==> src/rtl/s_bank_loader.sv <==
// s_bank_loader: scatters 64-bit DMA words across NBANK S-bank A ports.
// Each word is split into two DW halves, and the halves are written
// round-robin across the banks starting at a programmable row.
// Optional feature: define S_LOADER_CHECKSUM_EN to build an XOR checksum
// of every written word; otherwise checksum is tied to 0.
module s_bank_loader #(
    parameter int NBANK = 5,
    parameter int AW    = 9,
    parameter int DW    = 32
) (
    input  logic                          clk,
    input  logic                          rst,
    input  logic                          start,
    input  logic [AW-1:0]                 base_row,
    input  logic [11:0]                   word_count,
    input  logic                          in_valid,
    output logic                          in_ready,
    input  logic [2*DW-1:0]               in_data,
    output logic [NBANK-1:0]              S_ena,
    output logic [NBANK-1:0]              S_wea,
    output logic [NBANK-1:0][AW-1:0]      S_addra,
    output logic [NBANK-1:0][DW-1:0]      S_dina,
    output logic                          busy,
    output logic                          done,
    output logic                          error,
    output logic [DW-1:0]                 checksum
);

    localparam int IW = (NBANK > 1) ? $clog2(NBANK) : 1;

    typedef enum logic [1:0] {IDLE, LO, HI, FIN} state_t;

    state_t                  state_q, state_d;
    logic [AW-1:0]           row_q, row_d;
    logic [IW-1:0]           idx_q, idx_d;
    logic [11:0]             rem_q, rem_d;
    logic [DW-1:0]           hold_q, hold_d;
    logic                    wr_en;
    logic [DW-1:0]           wr_data;
    logic                    cnt_legal, start_ok, start_bad;

    logic [NBANK-1:0]          ena_q;
    logic [NBANK-1:0][AW-1:0]  addr_q;
    logic [NBANK-1:0][DW-1:0]  dina_q;
    logic                      done_q, error_q;

    // A count is legal when it fits the banks: 1 .. NBANK*512 words.
    assign cnt_legal = (word_count != 12'd0) && (word_count <= 12'(NBANK * 512));
    assign start_ok  = (state_q == IDLE) && start && cnt_legal;
    assign start_bad = (state_q == IDLE) && start && !cnt_legal;

    // Next-state logic: sequencing, write selection and bank/row advance.
    always_comb begin
        state_d = state_q;
        row_d   = row_q;
        idx_d   = idx_q;
        rem_d   = rem_q;
        hold_d  = hold_q;
        wr_en   = 1'b0;
        wr_data = '0;
        case (state_q)
            IDLE: begin
                if (start_ok) begin
                    row_d   = base_row;
                    idx_d   = '0;
                    rem_d   = word_count;
                    state_d = LO;
                end
            end
            LO: begin
                if (in_valid) begin
                    wr_en   = 1'b1;
                    wr_data = in_data[DW-1:0];
                    hold_d  = in_data[2*DW-1:DW];
                    rem_d   = rem_q - 12'd1;
                    state_d = (rem_q == 12'd1) ? FIN : HI;
                end
            end
            HI: begin
                wr_en   = 1'b1;
                wr_data = hold_q;
                rem_d   = rem_q - 12'd1;
                state_d = (rem_q == 12'd1) ? FIN : LO;
            end
            FIN:     state_d = IDLE;
            default: state_d = IDLE;
        endcase
        // Row advances only when the bank index wraps; the row wraps at 512.
        if (wr_en) begin
            if (idx_q == IW'(NBANK - 1)) begin
                idx_d = '0;
                row_d = row_q + 1'b1;
            end else begin
                idx_d = idx_q + 1'b1;
            end
        end
    end

    // State register.
    always_ff @(posedge clk) begin
        if (rst) state_q <= IDLE;
        else     state_q <= state_d;
    end

    // Counters and hold register for the high half.
    always_ff @(posedge clk) begin
        if (rst) begin
            row_q  <= '0;
            idx_q  <= '0;
            rem_q  <= '0;
            hold_q <= '0;
        end else begin
            row_q  <= row_d;
            idx_q  <= idx_d;
            rem_q  <= rem_d;
            hold_q <= hold_d;
        end
    end

    // Registered one-hot bank strobes; unselected banks get zeroed address/data.
    always_ff @(posedge clk) begin
        if (rst) begin
            ena_q   <= '0;
            addr_q  <= '0;
            dina_q  <= '0;
            done_q  <= 1'b0;
            error_q <= 1'b0;
        end else begin
            for (int b = 0; b < NBANK; b++) begin
                ena_q[b]  <= wr_en && (idx_q == IW'(b));
                addr_q[b] <= (wr_en && (idx_q == IW'(b))) ? row_q : '0;
                dina_q[b] <= (wr_en && (idx_q == IW'(b))) ? wr_data : '0;
            end
            done_q  <= (state_q == FIN);
            error_q <= start_bad;
        end
    end

`ifdef S_LOADER_CHECKSUM_EN
    logic [DW-1:0] chk_q;

    // XOR of every written word, cleared by an accepted start.
    always_ff @(posedge clk) begin
        if (rst)           chk_q <= '0;
        else if (start_ok) chk_q <= '0;
        else if (wr_en)    chk_q <= chk_q ^ wr_data;
    end

    assign checksum = chk_q;
`else
    assign checksum = '0;
`endif

    assign S_ena    = ena_q;
    assign S_wea    = ena_q;
    assign S_addra  = addr_q;
    assign S_dina   = dina_q;
    assign done     = done_q;
    assign error    = error_q;
    assign in_ready = (state_q == LO);
    assign busy     = (state_q != IDLE);

endmodule

==> config.mk <==
export PLATFORM = sky130hd
export DESIGN_NAME = s_bank_loader
export DESIGN_NICKNAME = d
export VERILOG_FILES = /design/src/rtl/s_bank_loader.sv
export SDC_FILE = /design/constraint.sdc
export NUM_CORES = 1
export LEC_CHECK = 0
export ABC_CLOCK_PERIOD_IN_PS = 2590
export CAP_MARGIN = 20
export CORE_MARGIN = 3
export CORE_UTILIZATION = 43
export CTS_CLUSTER_DIAMETER = 60
export DETAILED_ROUTE_END_ITERATION = 16
export PLACE_DENSITY = 0.79
export SYNTH_ARGS = -nofsm -noshare
export SYNTH_HDL_FRONTEND = slang
export SYNTH_SLANG_ARGS = --single-unit
export TNS_END_PERCENT = 1
==> constraint.sdc <==
create_clock -name clk -period 2.59 [get_ports clk]
set_clock_uncertainty 0.2 [all_clocks]
set_input_delay 0.3885 -clock clk [delete_from_list [all_inputs] [get_ports clk]]
set_output_delay 0.3885 -clock clk [all_outputs]
set_load 0.01 [all_outputs]
==> After elaboration in Yosys (flattened, before gate mapping) <==
Index checks and enable logic that the tools add are counted.
{ "classes": {"add_sub_neg": 3, "magnitude_cmp": 1, "n_eq_ne": 10, "mux": 20, "bitwise": 5, "n_reduce_logical": 26} }
{ "ops": {"columns": ["cell", "count"], "rows": [
  ["32-bit case mux with 2 select lines", 1],
  ["9-bit two-way mux", 4],
  ["12-bit case mux with 3 select lines", 1],
  ["32-bit two-way mux", 1],
  ["12-bit two-way mux", 2],
  ["12-bit by 1-bit equality test with 1-bit output (second input constant)", 1],
  ["12-bit <= comparator (second input constant)", 1],
  ["3-bit two-way mux", 4],
  ["12-bit nonzero test", 1],
  ["12-bit by 1-bit subtractor with 12-bit output (second input constant)", 1],
  ["2-bit OR reduction", 5],
  ["9-bit by 1-bit adder with 9-bit output (second input constant)", 1],
  ["1-bit logical AND", 9],
  ["2-bit case mux with 4 select lines", 1],
  ["3-bit by 2-bit equality test with 1-bit output (second input constant)", 2],
  ["2-bit two-way mux", 3],
  ["2-bit AND reduction", 3],
  ["2-bit nonzero test", 3],
  ["1-bit inverter", 5],
  ["2-bit equality test (second input constant)", 2],
  ["2-bit != test (second input constant)", 2],
  ["3-bit by 1-bit adder with 3-bit output (second input constant)", 1],
  ["3-bit by 1-bit equality test with 1-bit output (second input constant)", 1],
  ["3-bit equality test (second input constant)", 1],
  ["other kinds (8)", 9]
]} }
{ "word_totals": {"reg_bits": 270, "inputBits": 89, "out_inout_bits": 251, "elab_cells": 83} }

==> Logic depth before layout (Yosys ltp) <==
{ "depth": {"ltp_word": 7, "mapped_depth": 9, "mapped_depth_nobuf": 8} }

==> Worst setup path after synthesis <==
No wires, ideal clock.
{ "synth_path": {"path_type": "reg-to-reg", "from": "register state_q[1]", "to": "register row_q[8]", "setup_ns": 0.122, "arrival_ns": 1.891, "t_required_ns": 2.268, "slack_ns": 0.377, "stages_incl_launch_ff": 9, "n_path_buf": 1, "synth_period_minus_slack_ns": 2.213, "cell_sequence": "dfxtp_1 inv_1 ha_1 and2_4 o21ai_2 nor2_1 clkbuf_1 or3_1 o311a_1"} }
{ "synth_between": {"elab_cells_between_ends": 10, "classes_between": "eq/ne (2); mux (5); reduce/logical (3)"} }
{ "synth_rtl": {"columns": ["item", "line", "text"], "rows": [
  ["from (decl)", "33", "state_t state_q, state_d;"],
  ["from (signal assigned)", "102", "else state_q <= state_d;"],
  ["2-bit by 1-bit equality test with 1-bit output", null, null],
  ["net in_ready", "17", "output logic in_ready,"],
  ["1-bit case mux with 2 select lines", "61", "case (state_q)"],
  ["9-bit two-way mux", "89", "if (wr_en) begin"],
  ["to (signal assigned)", "113", "row_q <= row_d;"],
  ["to (decl)", "34", "logic [AW-1:0] row_q, row_d;"]
]} }
The timed path passes the listed nets, and every way through them passes these cells.
A chain may end at the register's enable or synchronous reset.

==> Worst setup path in the final report <==
{ "layout_path": {"from": "register state_q[0]", "to": "output busy"} }
{ "layout_between": {"elab_chain_len": 1} }
{ "layout_rtl": {"columns": ["item", "line", "text"], "rows": [
  ["2-bit nonzero test", "161", "assign busy = (state_q != IDLE);"],
  ["to (decl)", "23", "output logic busy,"]
]} }
No other way between the ends.

==> metrics.md <==
| Metric | Value |
|---|---|
| Status | `complete, no violations` |
| Number of synthesis warnings | `0` |
| Cells along the critical path | `inv_1, ha_1, inv_1, clkdlybuf4s50_1` |
| Max VDD drop | `between 0.5 and 0.6 mV` |
| Post-CTS setup repair buffer count | `0` |
| Relative slew slack | `between 50% and 60%` |
| Crit path buffers/inverters | `3` |
| IO Pins | `340` |
| Worst hold path depth | `3` |
| Vias in the first global route | `7200` |
| Grt ovf | `0` |
| Antenna-violating nets left | `0` |
| Slowest stage delay, CP | `between 0.5 and 0.6 ns` |
| Final Cycle Share | `between 90% and 100%` |
| Post-DP HPWL | `18110 um` |
| Clock buffer depth | `3` |
| Pre-antenna DRT Iters | `5` |
| Worst Path Required | `~2 ns` |
| Synth Area in Simple Gates | `19.50%` |
| CP max FO | `5` |
| Fin area | `around 13000 um^2` |
| Synth Area in Compound Gates | `9.631%` |
| Final hold viol count | `0` |
| Maximum clock frequency | `about 400 MHz` |
| Unrepaired setup endpoints after global routing | `false` |
| Largest family of logic cells by synthesized area | `simple AND/OR/NAND/NOR gates` |
| Area Overhead vs Synth | `48.10%` |
| Die Wd | `148.9 um` |
| H-tree lvl count | `1` |
| CTS tree | `yes` |
| Yosys reg bits | `270` |
| Initial Util | `between 40% and 50%` |
| Instance count of the mapped netlist | `around 910` |
| Input/output buffers | `approximately 300` |
| Share of cells above drive strength 1 | `6.905%` |
| Residual DRC count | `0` |
| Cell Area, Placed | `between 10000 and 15000 um^2` |
| Mux contribution to synthesized area | `less than 1%` |
| Synth Area in Adders | `~1.9%` |
| Worst-margin pin slew | `approximately 0.7 ns` |
| Synth unique cells | `between 40 and 50` |
| Total track usage | `about 22%` |
| Syn_area_per_cell | `roughly 9.7 um^2` |
| Clock transition at path regs | `about 0.06 ns` |
| Post-CTS resize count | `0` |
| Power Total | `around 11 mW` |
| Setup CP Type | `reg2out` |
| Final setup vio count | `0` |
| Max-Cap Viols | `0` |
| Row count | `between 50 and 60` |
| GP Congestion | `0.8266` |
| Most frequent CP cell | `inv_1` |
| Critical Path Start Type | `register` |
| Leading cell types in the layout, fill and taps excluded | `clkdlybuf4s50_1, dfxtp_1, nor2_1` |
| Initial DRC Count | `373` |
| Setup TNS | `0 ns` |
| Final wirelength | `around 26000 um` |
| Root Buffer | `clkbuf_16` |
| Crit. End Element | `output pin` |
| Top_reg_cell synth | `dfxtp_1` |
| CP delay by family, top | `buffers and inverters` |
| Register area share after synthesis | `between 60% and 70%` |
| Chip Height | `roughly 150 um` |
| Synth Area in XOR/XNOR | `less than 1%` |
| CTS Buf Count | `27` |
| Synth async-reset ratio | `0%` |
| Final net count | `1312` |
| Max Slew Vio Count | `0` |
| First-pass GRT wire length | `roughly 39000 um` |
| Pleak | `around 4.9 nW` |
| Cell area after synthesis | `8782 um^2` |
| Post-layout min period | `between 2 and 2.5 ns` |
| Post-CTS Hold Buffers | `0` |
| Hold WC Path Type | `in2reg` |
| CP arrival | `between 1.5 and 2 ns` |
| Largest net degree at the start of global routing | `between 40 and 50` |
| Worst-skew pair later-pin latency | `between 0.5 and 0.6 ns` |
| CTS sink count | `270` |
| Pwr per Cell Area | `around 820 nW/um^2` |
| WP depth | `4` |
| Initial antenna violation count | `2` |
| Die area | `22170 um^2` |
| Post-route insts no fill | `approximately 1500` |
| Drt wl/cell | `roughly 17 um` |
| Most common cell after layout, fill and taps aside | `clkdlybuf4s50_1` |
| Via count | `7357` |
| Cell depth of the worst flop-to-flop path | `6` |
| Fin util | `65.75%` |
| Vias per inst | `~4.9` |
| EDFF count, synth | `0` |
| Cells after DPL | `1446` |
| Core Region | `19780 um^2` |
| Worst path slowest cell | `clkdlybuf4s50_1` |
[through the flow]
| step | hold slack, ns | worst slack [ns] |
|---|---|---|
| floorplan | 0.2335 | 0.3771 |
| global placement | 0.2424 | 0.1839 |
| detailed placement | 0.2489 | 0.1352 |
| CTS | 0.1619 | 0.01093 |
| global route | 0.1794 | 0.002466 |
| finish | 0.1810 | 0.09126 |
[state kept, by name (all words and copies together), names as in the netlist]
name	count
S_dina	160
done	1
hold_q	32
idx_q	3
row_q	9
rem_q	12
S_ena	5
S_addra	45
error	1
state_q	2
[final cells by class]
class | instances | area, um^2
Sequential cell | 270 | 5408
Tap cell | 265 | 331.6
Clock inverter | 15 | 214.0
Clock buffer | 35 | 735.7
Multi-Input combinational cell | 560 | 2948
Inverter | 19 | 71.32
Fill cell | 1563 | 6775
Timing Repair Buffer | 332 | 3293
Antenna cell | 2 | 5.005
[worst paths after layout]
kind / startpoint / endpoint / slack, ns
worst max-delay path: state_q[0] / busy / 0.09
worst min-delay path: rst / idx_q[2] / 0.18
worst max register to register: state_q[1] / S_dina[137] / 0.37
worst min register to register: hold_q[0] / hold_q[0] / 0.26
[routing by layer]
layer  routed length [um]  part of all wire [%]  track usage (%)
met1                10250                    39            26.19
met4                  847                   3.2            7.826
met5                    0                     0                0
met2                13110                    50            39.04
met3                 1967                   7.5            4.862
[Yosys cell counts, drive strengths merged, types with 10 or more instances]
| cell | instances | area, um^2 |
|---|---|---|
| a21oi | 53 | 265.3 |
| a22oi | 32 | 240.2 |
| and2 | 20 | 127.6 |
| and3 | 32 | 201.5 |
| buf | 49 | 340.3 |
| clkbuf | 41 | 153.9 |
| dfxtp | 270 | 5405 |
| ha | 13 | 162.7 |
| inv | 19 | 71.32 |
| nand2 | 87 | 326.6 |
| nand3 | 10 | 50.05 |
| nor2 | 182 | 683.2 |
| o21ai | 10 | 53.80 |
[kinds of logic (layout without fill, tap and decap cells)]
family          count (synthesis)  in the layout
flops                         270            270
buf+inv                       109            401
xor+xnor                        3              3
fa+ha+maj                      13             13
compound gates                131            131
mux                             6              6
simple gates                  375            375
other cells                     1             34
[power by group]
part	total, mW	switching (mW)	internal (mW)	leakage [nW]
Sequential	4.60	0.224	4.37	2.18
Combinational	2.02	1.20	0.827	2.27
Clock	4.10	1.60	2.51	0.456
[tightest hold or removal path, cell delays in order]
cell and delay (ns):
buf_2 0.13, buf_4 0.23, nor2_1 0.12
(Power assumes the default switching activity.)
